[config.mk]
export PLATFORM = sky130hd
export DESIGN_NAME = ball_sprite_renderer
export DESIGN_NICKNAME = d
export VERILOG_FILES = /design/src/rtl/pong_pkg.sv /design/src/rtl/ball_bitmap.sv /design/src/rtl/ball_sprite_renderer.sv
export SDC_FILE = /design/constraint.sdc
export NUM_CORES = 1
export LEC_CHECK = 0
export ABC_CLOCK_PERIOD_IN_PS = 2300
export CELL_PAD_IN_SITES_DETAIL_PLACEMENT = 1
export CELL_PAD_IN_SITES_GLOBAL_PLACEMENT = 1
export CORE_MARGIN = 2
export CORE_UTILIZATION = 35
export CTS_CLUSTER_SIZE = 28
export DETAILED_ROUTE_END_ITERATION = 6
export PLACE_DENSITY_LB_ADDON = 0.1
export SETUP_SLACK_MARGIN = 0.15
export SLEW_MARGIN = 10
export SYNTH_ARGS = -nofsm -noshare
export SYNTH_HDL_FRONTEND = slang
export SYNTH_SLANG_ARGS = --single-unit
[constraint.sdc]
create_clock -name clk -period 2.3 [get_ports clk]
set_input_delay 0.46 -clock clk [delete_from_list [all_inputs] [get_ports clk]]
set_output_delay 0.46 -clock clk [all_outputs]
set_load 0.005 [all_outputs]
[src/rtl/pong_pkg.sv]
// Shared pong constants: coordinate width, sprite size and the round-ball bitmap.
package pong_pkg;

    localparam int COORD_W    = 10;
    localparam int SPRITE_DIM = 8;

    // Index r holds bitmap row r; bit 7 is the leftmost pixel.
    localparam logic [7:0][7:0] BALL_BITMAP = {
        8'b00111100,
        8'b01111110,
        8'b11111111,
        8'b11111111,
        8'b11111111,
        8'b11111111,
        8'b01111110,
        8'b00111100
    };

endpackage

[src/rtl/ball_bitmap.sv]
// Combinational row lookup into the shared ball bitmap.
module ball_bitmap
    import pong_pkg::*;
(
    input  logic [2:0] addr,
    output logic [7:0] data
);

    assign data = BALL_BITMAP[addr];

endmodule

[src/rtl/ball_sprite_renderer.sv]
// Two-beat pixel pipeline that decides whether the current pixel lies on the ball.
module ball_sprite_renderer #(
    parameter int COORD_W    = 10,
    parameter int SCALE_LOG2 = 0
) (
    input  logic               clk,
    input  logic               reset_n,
    input  logic               pix_en,
    input  logic [COORD_W-1:0] pix_x,
    input  logic [COORD_W-1:0] pix_y,
    input  logic               video_on,
    input  logic               frame_tick,
    input  logic [COORD_W-1:0] ball_x,
    input  logic [COORD_W-1:0] ball_y,
    output logic               ball_on,
    output logic               video_on_d
);
    import pong_pkg::*;

    localparam int DIM = SPRITE_DIM << SCALE_LOG2;
    localparam logic [COORD_W:0] DIM_V = (COORD_W+1)'(DIM);

    logic [COORD_W-1:0] bx_q, by_q;
    logic [COORD_W:0]   dx, dy;
    logic               in_box;
    logic [2:0]         row_q, col_q;
    logic               in_box_q, vid_q;
    logic [7:0]         row_data;

    // Latched once per frame so motion updates never tear the sprite.
    always_ff @(posedge clk or negedge reset_n) begin
        if (!reset_n) begin
            bx_q <= '0;
            by_q <= '0;
        end else if (frame_tick) begin
            bx_q <= ball_x;
            by_q <= ball_y;
        end
    end

    // Zero-extended subtraction: a negative result means left of / above the ball.
    assign dx = {1'b0, pix_x} - {1'b0, bx_q};
    assign dy = {1'b0, pix_y} - {1'b0, by_q};

    assign in_box = !dx[COORD_W] && (dx < DIM_V) &&
                    !dy[COORD_W] && (dy < DIM_V);

    always_ff @(posedge clk or negedge reset_n) begin
        if (!reset_n) begin
            in_box_q <= 1'b0;
            row_q    <= '0;
            col_q    <= '0;
            vid_q    <= 1'b0;
        end else if (pix_en) begin
            in_box_q <= in_box;
            row_q    <= dy[SCALE_LOG2+2:SCALE_LOG2];
            col_q    <= dx[SCALE_LOG2+2:SCALE_LOG2];
            vid_q    <= video_on;
        end
    end

    ball_bitmap u_bitmap (
        .addr (row_q),
        .data (row_data)
    );

    always_ff @(posedge clk or negedge reset_n) begin
        if (!reset_n) begin
            ball_on    <= 1'b0;
            video_on_d <= 1'b0;
        end else if (pix_en) begin
            ball_on    <= vid_q & in_box_q & row_data[3'd7 - col_q];
            video_on_d <= vid_q;
        end
    end

endmodule

# Word-level counts from Yosys, hierarchy flattened
# Memories as Yosys holds them, arrays and structs flattened.
# Cells that the tools add are included.
dict set report classes {
  bitwise_logic 2
  magnitude_cmp 4
  n_reduce_logical 5
  n_addsub 3
  n_mux 3
}
# op n
set ops {}
lappend ops {{< comparator 11 x 4 -> 1 bit (second input constant)} 2}
lappend ops {{subtractor 10 x 10 -> 11 bit} 2}
lappend ops {{< comparator 3 x 4 -> 1 bit (second input constant)} 2}
lappend ops {{2-to-1 mux 8 bit} 1}
lappend ops {{binary-select mux 1 bit (select 3 bit)} 1}
lappend ops {{logical AND 1 bit} 3}
lappend ops {{subtractor 3 bit (first input constant)} 1}
lappend ops {{AND 1 bit} 2}
lappend ops {{logical NOT 1 bit} 2}
lappend ops {{2-to-1 mux 1 bit} 1}
dict set report word_totals {
  elab_cells 26
  mem_bits_ro 64
  mem_count 1
  in_bits 45
  ff_bits 30
  out_inout_bits 2
}
# memory words width read_ports rd_clocked_by_memory_dff write_ports line
set mem_list {}
lappend mem_list {{(name not given)} 8 8 1 0 0 ball_bitmap.sv:9} ;# assign data = BALL_BITMAP[addr];

# Longest topological paths before layout
# Gate-level depths: netlist (run 1).
dict set report logic_depth {
  ltp_word 5
  depth_mapped 10
  depth_no_buf 10
}

# Cells and area by module
# A second synthesis (run 1) with hierarchy kept.
dict set report hier_totals {
  cells_unflattened 253
  hier_area_um2 2248.4
}
# mod cells_each seq_area_each_um2 instances area_each_um2
set by_module_without_submodules {}
lappend by_module_without_submodules {ball_sprite_renderer 242 750.7 1 2175.8}
lappend by_module_without_submodules {ball_bitmap 11 0.0 1 72.6}

# Worst setup path after synthesis (run 1)
# Ideal clock, no wire load.
dict set report synth_path {
  path_kind {input to register}
  startpoint {input port pix_y[0]}
  endpoint {register in_box_q}
  t_required_ps 2179
  cell_stages 10
  path_slack_ps -80
  setup_time_ps 121
  n_path_buf 0
  arrival_ps 2259
  path_cell_list {inv_1 -> ha_1 -> inv_1 -> fa_1 -> a21o_1 -> a221oi_2 -> mux2_1 -> nand4b_1 -> a2111oi_2 -> a32o_2}
}
dict set report synth_between {
  elab_chain_cells 4
  elab_cells_between_ends 5
  classes_between {add/sub (1); order compare (1); reduce/logical (3)}
}
# item line
set synth_lines {}
lappend synth_lines {{start, declared} ball_sprite_renderer.sv:10} ;# input logic [COORD_W-1:0] pix_y,
lappend synth_lines {{subtractor 10 x 10 -> 11 bit *} ball_sprite_renderer.sv:43} ;# assign dy = {1'b0, pix_y} - {1'b0, by_q};
lappend synth_lines {{branches (longest 2 deep; another with < comparator 11 x 4 -> 1 bit)} n/a}
lappend synth_lines {{logical AND 1 bit *} ball_sprite_renderer.sv:46} ;# !dy[COORD_W] && (dy < DIM_V);
lappend synth_lines {{end signal, assigned} ball_sprite_renderer.sv:55} ;# in_box_q <= in_box;
lappend synth_lines {{end, declared} ball_sprite_renderer.sv:27} ;# logic in_box_q, vid_q;
# Every way passes the cells marked *.
# A chain may end at the register's enable or synchronous reset.

# Worst setup path after layout (run 1)
dict set report layout_path {
  startpoint {input port pix_y[2]}
  endpoint {register in_box_q}
}
# Same word-level chain as after synthesis.

==> results of run 1 <==
-- state kept, by name, summed over array words and instances (netlist names) --
register / cells
in_box_q: 1
by_q: 10
ball_on: 1
vid_q: 1
video_on_d: 1
bx_q: 10
col_q: 3
row_q: 3
-- final cells by class --
cell class | count | area share
Multi-Input combinational cell | 175 | 0.431
Timing Repair Buffer | 92 | 0.242
Sequential cell | 30 | 0.227
Inverter | 29 | 0.0375
Tap cell | 75 | 0.0284
Clock buffer | 6 | 0.0250
Clock inverter | 1 | 0.00910
-- per-stage QoR --
| stage | total power [µW] | util | hold WS (ns) | instances |
|---|---|---|---|---|
| floorplan | 1010 | - | 0.164 | 245 |
| global placement | 1300 | 0.506 | 0.483 | 397 |
| detailed placement | 1320 | 0.506 | 0.476 | 397 |
| CTS | 1940 | 0.546 | 0.491 | 408 |
| global route | 2070 | 0.551 | 0.509 | 408 |
| finish | 1940 | 0.551 | 0.487 | 408 |
-- layout by cell type (no fill, tap or decap), drive strengths merged, types with 3 or more instances in the layout --
cell and count:
ha 20, dfrtp 30, o2111ai 3, a31oi 6, a21o 3, a21oi 12
nand3b 3, nand2 24, nor2 7, clkbuf 6, xor2 4, dlygate4sd2 4
inv 29, clkdlybuf4s50 40, and3b 3, mux2 7, mux2i 3, nor2b 4
buf 47, a21boi 4, o221ai 3, nand3 8, o21ai 27
-- repair_timing --
action,in CTS,in global routing
resized for setup,24,5
setup endpoints to repair,1,1
pin swaps,12,6
buffers inserted,4,0
-- cells by family (layout without fill, tap and decap cells) --
kind of cell               after synthesis  count (layout)  synth area share
muxes                                   10              10            0.0496
DFF                                     30              30             0.342
AOI/OAI and AO/OA                       75              75             0.230
xor gates and xnor gates                 6               6            0.0239
adders and majority gates               22              22             0.132
and+or+nand+nor                         62              62             0.143
buffers and inverters                   40             128            0.0787
-- power groups by stage --
stage | Sequential [µW] | Clock (µW) | Combinational [µW]
floorplan | 621 | 0 | 389
global placement | 625 | 0 | 674
detailed placement | 630 | 0 | 694
CTS | 620 | 571 | 752
global route | 626 | 598 | 851
finish | 619 | 558 | 765
-- metal layers --
| layer | GRT usage | vias up | share of wire |
|---|---|---|---|
| met5 | 0 | - | 0 |
| met4 | 0.0447 | 0 | 0.0088 |
| met3 | 0.0268 | 7 | 0.021 |
| met2 | 0.361 | 29 | 0.53 |
| met1 | 0.244 | 1007 | 0.44 |
| li1 | - | 1049 | - |
-- worst paths after layout --
check	end	slack [ns]	cells past startpoint	from
max in group asynchronous	by_q[7]$_DFFE_PN0P_	1.42	2	reset_n
max	in_box_q$_DFFE_PN0P_	-0.08	8	pix_y[2]
min	ball_on$_DFFE_PN0P_	0.49	1	ball_on$_DFFE_PN0P_
min in group asynchronous	bx_q[8]$_DFFE_PN0P_	0.57	2	reset_n
min reg2reg	ball_on$_DFFE_PN0P_	0.49	1	ball_on$_DFFE_PN0P_
max reg2reg	in_box_q$_DFFE_PN0P_	-0.05	9	by_q[0]$_DFFE_PN0P_
-- worst max-delay path, delay by kind of cell --
family / cells / cell delay (ns)
buf+inv: 1 / 0.53
simple gates: 1 / 0.13
fa+ha+maj: 1 / 0.23
mux: 1 / 0.35
compound gates: 4 / 0.84
==> metrics.txt, run 1 <==
share of the synthesized area in the top cell type=0.342; fillers=698; DIE HEIGHT=83.2 µm; slowest CP cell=clkdlybuf4s50_1; Worst-Margin Slew=0.409 ns; CTS Buf Count=5; clk_lat worst skew=0.29 ns; final worst slack=-0.0775 ns; Post-Place Cell Area=0.00303 mm²; Arrival @ worst endpoint=2.56 ns; share of flip-flops with an asynchronous set or reset=1.00; RSZ-0062 raised after global routing=true; FMAX=0.421 GHz; Post-synth EDFFs=0; post-synthesis register bit count=30; Flop pwr share=0.319; slowest cell delay on critical path=0.53 ns; Final Hold Fails=0; I/O Buffers=46; Pint=1340 µW; clock-pin slew on the worst setup and hold paths=0.08 ns; sw frac=0.308; initial DRC count=35; routability cong.=0.854; first-pass iteration count of the detailed router=4; Post-Syn Area per Cell=8.96 µm²; Final Critical Period=2.38 ns; vias per std cell=5.13; row count=28; Storage cell area=751 µm²; failing checks=setup timing; wirelength, routed=6.34 mm; Max-slew headroom=0.727; ys flop type=dfrtp_1; clock power share=0.287; warnings from Yosys=0; DR WL/cell=15.5 µm; Synth Net Count=312; Yosys cell types=51; nets@finish=400; # clock sinks=30; Comb power frac=0.394; P&R area growth vs syn=50.4%; die width=83.2 µm; post-synthesis cell count=245; Slew Limit Fails=0; largest area contributor in the netlist=dfrtp_1; CTS Root Buffer Type=clkbuf_8; diode count=0; total gr overflow=0; Design Area, Final=0.00330 mm²; Hold WC Path Type=flip-flop to flip-flop; most numerous cell in the Yosys netlist=dfrtp_1; required time of the critical path=2.48 ns; DP Wirelength=4.71 mm; final setup fails=1; vias in the first global route=2382; Max H-tree Level=2; Cell Chain, Critical Path=clkdlybuf4s50_1 -> ha_4 -> a21o_1 -> a221oi_2 -> mux2_1 -> nand4b_1 -> a2111oi_2 -> a32o_2; cts hold-fix bufs=0; CTS tree=done; Post-DRT Antenna Nets=0; gr usage total=0.197; P_sw=598 µW; DR vias=2092; Layout Skew=0.0105 ns; core box area=0.00599 mm²; worst ir drop on vdd=240 µV; share of cells above drive strength 1=0.258; status=finished, violations left; P per Cell Area=588 mW/mm²; clk buf depth=2; Area contributors post-synth=dfrtp_1 (34%), ha_1 (11%), o21ai_0 (6.2%); Worst Path Class, Setup=primary input to flip-flop; pre-CTS setup slack=-0.819 ns; initial antenna violation count=0; die area=0.00692 mm²; Starting Density=0.366; leakage power=0.00148 µW; Fin Setup TNS=-0.0775 ns; largest net degree at the start of global routing=39; period utilisation layout=1.03; Post-synth top cells=dfrtp_1 (30), inv_1 (28), o21ai_0 (27); first-pass GRT wire length=11.1 mm; Worst setup EP type=flip-flop; Syn Std Cell Area=0.00219 mm²; I/O Pins=47; Max FO, Critical Path=4; multi-input logic area=0.00142 mm²; drt drc=0; nature of the critical path startpoint=primary input; Max-Cap Viols=0; sequential area share after synthesis=0.342
(Power assumes the default switching activity.)
==> run 2: changes to the inputs <==
--- a/config.mk
+++ b/config.mk
@@ -13,7 +13,7 @@
 export CTS_CLUSTER_SIZE = 28
 export DETAILED_ROUTE_END_ITERATION = 6
 export PLACE_DENSITY_LB_ADDON = 0.1
-export SETUP_SLACK_MARGIN = 0.15
+export RECOVER_POWER = 25
 export SLEW_MARGIN = 10
 export SYNTH_ARGS = -nofsm -noshare
 export SYNTH_HDL_FRONTEND = slang
==> run 2 against run 1 <==
Non-clock buffer count did not move. Cell count stayed put. The flow still finishes with violations (setup timing). Register-to-register slack about the same. Die area unchanged. Final area is essentially flat. Critical endpoint unchanged. Routed wire length barely moved. Sequential share of layout area about the same. First-iteration DRC count stayed put.
==> metrics.txt, run 2 (synthesis results as in run 1) <==
Post-DRT Antenna Nets=0; CTS Root Buffer Type=clkbuf_8; RSZ-0062 raised after global routing=true; most frequent cells in the layout=buf_4 (45), clkdlybuf4s50_1 (39), dfrtp_1 (30); initial DRC count=35; Post-Place Cell Area=0.00303 mm²; Power, Total=1940 µW; fillers=698; core box area=0.00599 mm²; CTS tree=done; drt drc=0; required time of the critical path=2.48 ns; slowest CP cell=clkdlybuf4s50_1; Hold WC Path Type=flip-flop to flip-flop; Fin Setup TNS=-0.0775 ns; first-pass GRT wire length=11.1 mm; diode count=0; nets@finish=400; P per Cell Area=588 mW/mm²; DP Wirelength=4.71 mm; top flop regs=bx_q x10, by_q x10; Cell Chain, Critical Path=clkdlybuf4s50_1 -> ha_4 -> a21o_1 -> a221oi_2 -> mux2_1 -> nand4b_1 -> a2111oi_2 -> a32o_2; leakage power=0.00148 µW; DR WL/cell=15.5 µm; clk buf depth=2; P&R area growth vs syn=50.3%; worst ir drop on vdd=240 µV; slowest cell delay on critical path=0.53 ns; clock-pin slew on the worst setup and hold paths=0.08 ns; wl on met1=2.82 mm; Worst setup EP type=flip-flop; Arrival @ worst endpoint=2.56 ns; most common cell after layout, fill and taps aside=buf_4; largest net degree at the start of global routing=39; Starting Density=0.366; vias per std cell=5.13; final worst slack=-0.0775 ns; Design Area, Final=0.00330 mm²; initial antenna violation count=0; share of cells above drive strength 1=0.258; wirelength, routed=6.34 mm; total gr overflow=0; Max FO, Critical Path=4; final setup fails=1; met3 WL=133 µm; vias in the first global route=2382; Worst Path Class, Setup=primary input to flip-flop; met2 WL=3.33 mm; clk_lat worst skew=0.29 ns; Final Hold Fails=0; routability cong.=0.854; Max H-tree Level=2; Layout Skew=0.0105 ns; Finished Core Util=0.551; DIE HEIGHT=83.2 µm; status=finished, violations left; Worst-Margin Slew=0.796 ns; row count=28; Top Metal Used=met4; Final Critical Period=2.38 ns; nature of the critical path startpoint=primary input; die area=0.00692 mm²; FMAX=0.421 GHz; die width=83.2 µm; period utilisation layout=1.03; first-pass iteration count of the detailed router=4; I/O Pins=47; cts hold-fix bufs=0; I/O Buffers=46; DR vias=2092; Max-slew headroom=0.469; Slew Limit Fails=0; # clock sinks=30; gr usage total=0.197; failing checks=setup timing; Max-Cap Viols=0; CTS Buf Count=5
==> run 2: cell types whose count changed in the layout (fill, tap and decap cells not counted), sizes merged <==
cell,before,now
dlygate4sd3,0,1
clkdlybuf4s50,40,39
buf,47,46
clkbuf,6,7
==> run 2: power by group <==
group	internal [µW]	total (µW)	switching, µW
clock	347	558	211
combinational	410	764	354
sequential	586	619	33.0
==> run 2: per-layer routing <==
layer | up-vias | global-route usage
met5 | - | 0
met4 | 0 | 0.0447
met3 | 7 | 0.0268
met2 | 29 | 0.361
met1 | 1007 | 0.244
li1 | 1049 | -
==> run 2: timing repair <==
| action | in CTS | in global routing |
|---|---|---|
| endpoints found under the hold margin | 0 | 0 |
| endpoints found under the setup margin | 1 | 1 |
| pin swaps | 12 | 6 |
| setup buffers | 4 | 0 |
| gates resized for setup | 24 | 5 |
==> run 2: worst paths after layout <==
kind / slack, ns / cells past startpoint / endpoint / start
min: 0.49 / 1 / ball_on$_DFFE_PN0P_ / ball_on$_DFFE_PN0P_
min reg2reg: 0.49 / 1 / ball_on$_DFFE_PN0P_ / ball_on$_DFFE_PN0P_
max reg2reg: -0.05 / 9 / in_box_q$_DFFE_PN0P_ / by_q[0]$_DFFE_PN0P_
max in group asynchronous: 1.00 / 2 / by_q[7]$_DFFE_PN0P_ / reset_n
max: -0.08 / 8 / in_box_q$_DFFE_PN0P_ / pix_y[2]
min in group asynchronous: 0.79 / 2 / bx_q[8]$_DFFE_PN0P_ / reset_n
==> run 2: critical path, delay by kind of cell <==
kind / cells / cell delay [ns]
buffers and inverters: 1 / 0.53
AO/OA/AOI/OAI: 4 / 0.84
adder cells (fa/ha/maj): 1 / 0.23
multiplexers: 1 / 0.35
AND/OR/NAND/NOR: 1 / 0.13
==> run 2: layout make-up <==
cell class              count  area (µm²)  area share
well taps                  75        93.8      0.0285
flip-flops and latches     30         751       0.228
clock inverters             1        30.0     0.00910
inverters                  29         124      0.0376
repair buffers             92         796       0.241
multi-input cells         175        1420       0.431
clock buffers               6        82.6      0.0250
==> run 2: metrics by stage <==
stage,cells,hold slack [ns],worst slack [ns]
4_1_cts,408,0.491,-0.0505
5_1_grt,408,0.509,-0.132
3_5_place_dp,397,0.476,-0.819
2_1_floorplan,245,0.164,-0.0320
3_3_place_gp,397,0.483,-0.698
6_report,408,0.487,-0.0775
==> run 3: changes to the inputs <==
--- a/config.mk
+++ b/config.mk
@@ -7,9 +7,9 @@
 export LEC_CHECK = 0
 export ABC_CLOCK_PERIOD_IN_PS = 2300
 export CELL_PAD_IN_SITES_DETAIL_PLACEMENT = 1
-export CELL_PAD_IN_SITES_GLOBAL_PLACEMENT = 1
+export CELL_PAD_IN_SITES_GLOBAL_PLACEMENT = 2
 export CORE_MARGIN = 2
-export CORE_UTILIZATION = 35
+export CORE_UTILIZATION = 28
 export CTS_CLUSTER_SIZE = 28
 export DETAILED_ROUTE_END_ITERATION = 6
 export PLACE_DENSITY_LB_ADDON = 0.1
==> run 3 against run 2 <==
The run still ends with setup timing left. Clock power fell by 17%. Clock skew down 0.0017 ns. Non-clock buffer count increased by 1. Sequential power is essentially flat. Sequential share of layout area down 0.11 points.
==> metrics.txt, run 3 (synthesis results as in run 1) <==
status=finished, violations left; failing checks=setup timing; nets@finish=401; Pint=1230 µW; I/O Pins=47; required time of the critical path=2.48 ns; Layout Skew=0.00886 ns; CTS tree=done; clk_lat worst skew=0.29 ns; initial antenna violation count=0; most common cell after layout, fill and taps aside=buf_4; largest net degree at the start of global routing=31; Max FO, Critical Path=4; share of cells above drive strength 1=0.266; clk buf depth=2; # clock sinks=30; Min-Delay Startpoint=ball_on$_DFFE_PN0P_; total gr overflow=0; CTS Buf Count=5; Post-Place Cell Area=0.00307 mm²; met2 usage=0.269; Max-slew headroom=0.459; vias per std cell=4.76; die width=92.5 µm; Hold WC Path Type=flip-flop to flip-flop; Max H-tree Level=2; Arrival @ worst endpoint=2.49 ns; P per Cell Area=551 mW/mm²; clock power share=0.253; initial DRC count=56; top flop regs=bx_q x10, by_q x10; gr usage total=0.153; routability cong.=0.777; first-pass iteration count of the detailed router=4; drt drc=0; DR vias=2079; Comb power frac=0.409; leakage power=0.00147 µW; nature of the critical path startpoint=primary input; Flop pwr share=0.338; most frequent cells in the layout=buf_4 (46), clkdlybuf4s50_1 (37), dfrtp_1 (30); Final Hold Fails=0; Starting Density=0.287; RSZ-0062 raised after global routing=true; reg2reg setup slack=0.01 ns; Post-DRT Antenna Nets=0; wirelength, routed=6.17 mm; M3 GR Usage=0.0334; period utilisation layout=1.00; Hold Slack=0.495 ns; clock-pin slew on the worst setup and hold paths=0.08 ns; P&R area growth vs syn=51.0%; die area=0.00856 mm²; FMAX=0.433 GHz; row count=32; Worst-Margin Slew=0.812 ns; final worst slack=-0.00902 ns; R2R depth=9; Max-Cap Viols=0; first-pass GRT wire length=10.3 mm; Worst Hold End=ball_on$_DFFE_PN0P_; placed cells=425; DR WL/cell=14.1 µm; I/O Buffers=46; Worst Path Class, Setup=primary input to flip-flop; core box area=0.00765 mm²; worst ir drop on vdd=208 µV; GR Util met1=0.186; Final Critical Period=2.31 ns; Hold Path Cell Cnt=1; post-route insts no fill=437; Slew Limit Fails=0; sw frac=0.328; cts hold-fix bufs=0; DP Wirelength=4.85 mm; vias in the first global route=2181; diode count=0; Worst setup EP type=flip-flop; grt peak-use layer=met2; CTS Root Buffer Type=clkbuf_8; Design Area, Final=0.00331 mm²; Crit Reg-Reg Endpoint=in_box_q$_DFFE_PN0P_; r2r startpoint=by_q[0]$_DFFE_PN0P_; P_sw=599 µW; DIE HEIGHT=92.5 µm; final setup fails=1
## run 3: changes by cell type in the layout (fill, tap and decap cells not counted), sizes merged
cell,previous run,this run
dlygate4sd2,4,7
clkdlybuf4s50,39,37
buf,46,47
bufinv,1,0
clkinv,0,1
clkinvlp,0,1
dlymetal6s2s,1,0
## run 3: cell type report
type,count,area (µm²)
Clock buffer,6,82.6
Inverter,29,124
Clock inverter,2,12.5
Fill cell,897,4330
Multi-Input combinational cell,175,1420
Timing Repair Buffer,93,797
Tap cell,102,128
Sequential cell,30,751
## run 3: per-stage QoR
step	setup slack [ns]	utilization	setup TNS [ns]	power (µW)
2_1_floorplan	-0.0320	-	-0.0320	1010
3_3_place_gp	-0.718	0.402	-0.718	1310
3_5_place_dp	-0.831	0.402	-0.831	1320
4_1_cts	0.00225	0.432	0	1860
5_1_grt	-0.111	0.433	-0.111	1970
6_report	-0.00902	0.433	-0.00902	1830
## run 3: worst max-delay path by stage
stage / endpoint / depth (start not counted) / from / slack, ns
detailed placement: in_box_q$_DFFE_PN0P_ / 11 / pix_y[0] / -0.83
CTS: in_box_q$_DFFE_PN0P_ / 8 / pix_y[2] / 0.002
floorplan: in_box_q$_DFFE_PN0P_ / 10 / pix_y[0] / -0.03
finish: in_box_q$_DFFE_PN0P_ / 8 / pix_y[2] / -0.009
global route: in_box_q$_DFFE_PN0P_ / 8 / by_q[1]$_DFFE_PN0P_ / -0.11
global placement: in_box_q$_DFFE_PN0P_ / 11 / pix_y[0] / -0.72
## run 3: power groups by stage
| stage | clock network, µW | registers, µW | logic [µW] |
|---|---|---|---|
| after floorplan | 0 | 621 | 389 |
| after global placement | 0 | 625 | 682 |
| after detailed placement | 0 | 628 | 692 |
| after CTS | 489 | 619 | 753 |
| after global routing | 516 | 624 | 834 |
| final | 462 | 618 | 747 |
## run 3: worst max-delay path, stage by stage
cell	delay (ns)
clkdlybuf4s50_1	0.51
ha_4	0.23
a21o_1	0.20
a221oi_2	0.29
mux2_1	0.35
nand4b_1	0.13
a2111oi_2	0.05
a32o_2	0.27
## run 3: repair_timing
item | in CTS | in global routing
endpoints found under the setup margin | 1 | 1
pin swaps | 18 | 1
buffers inserted | 3 | 1
resized for setup | 30 | 1
## run 3: layer usage
layer	part of all wire	wire length (µm)	vias to the layer above
li1	-	-	1050
met2	0.50	3100	31
met4	0.011	71	0
met3	0.029	182	4
met5	0	0	-
met1	0.46	2820	994
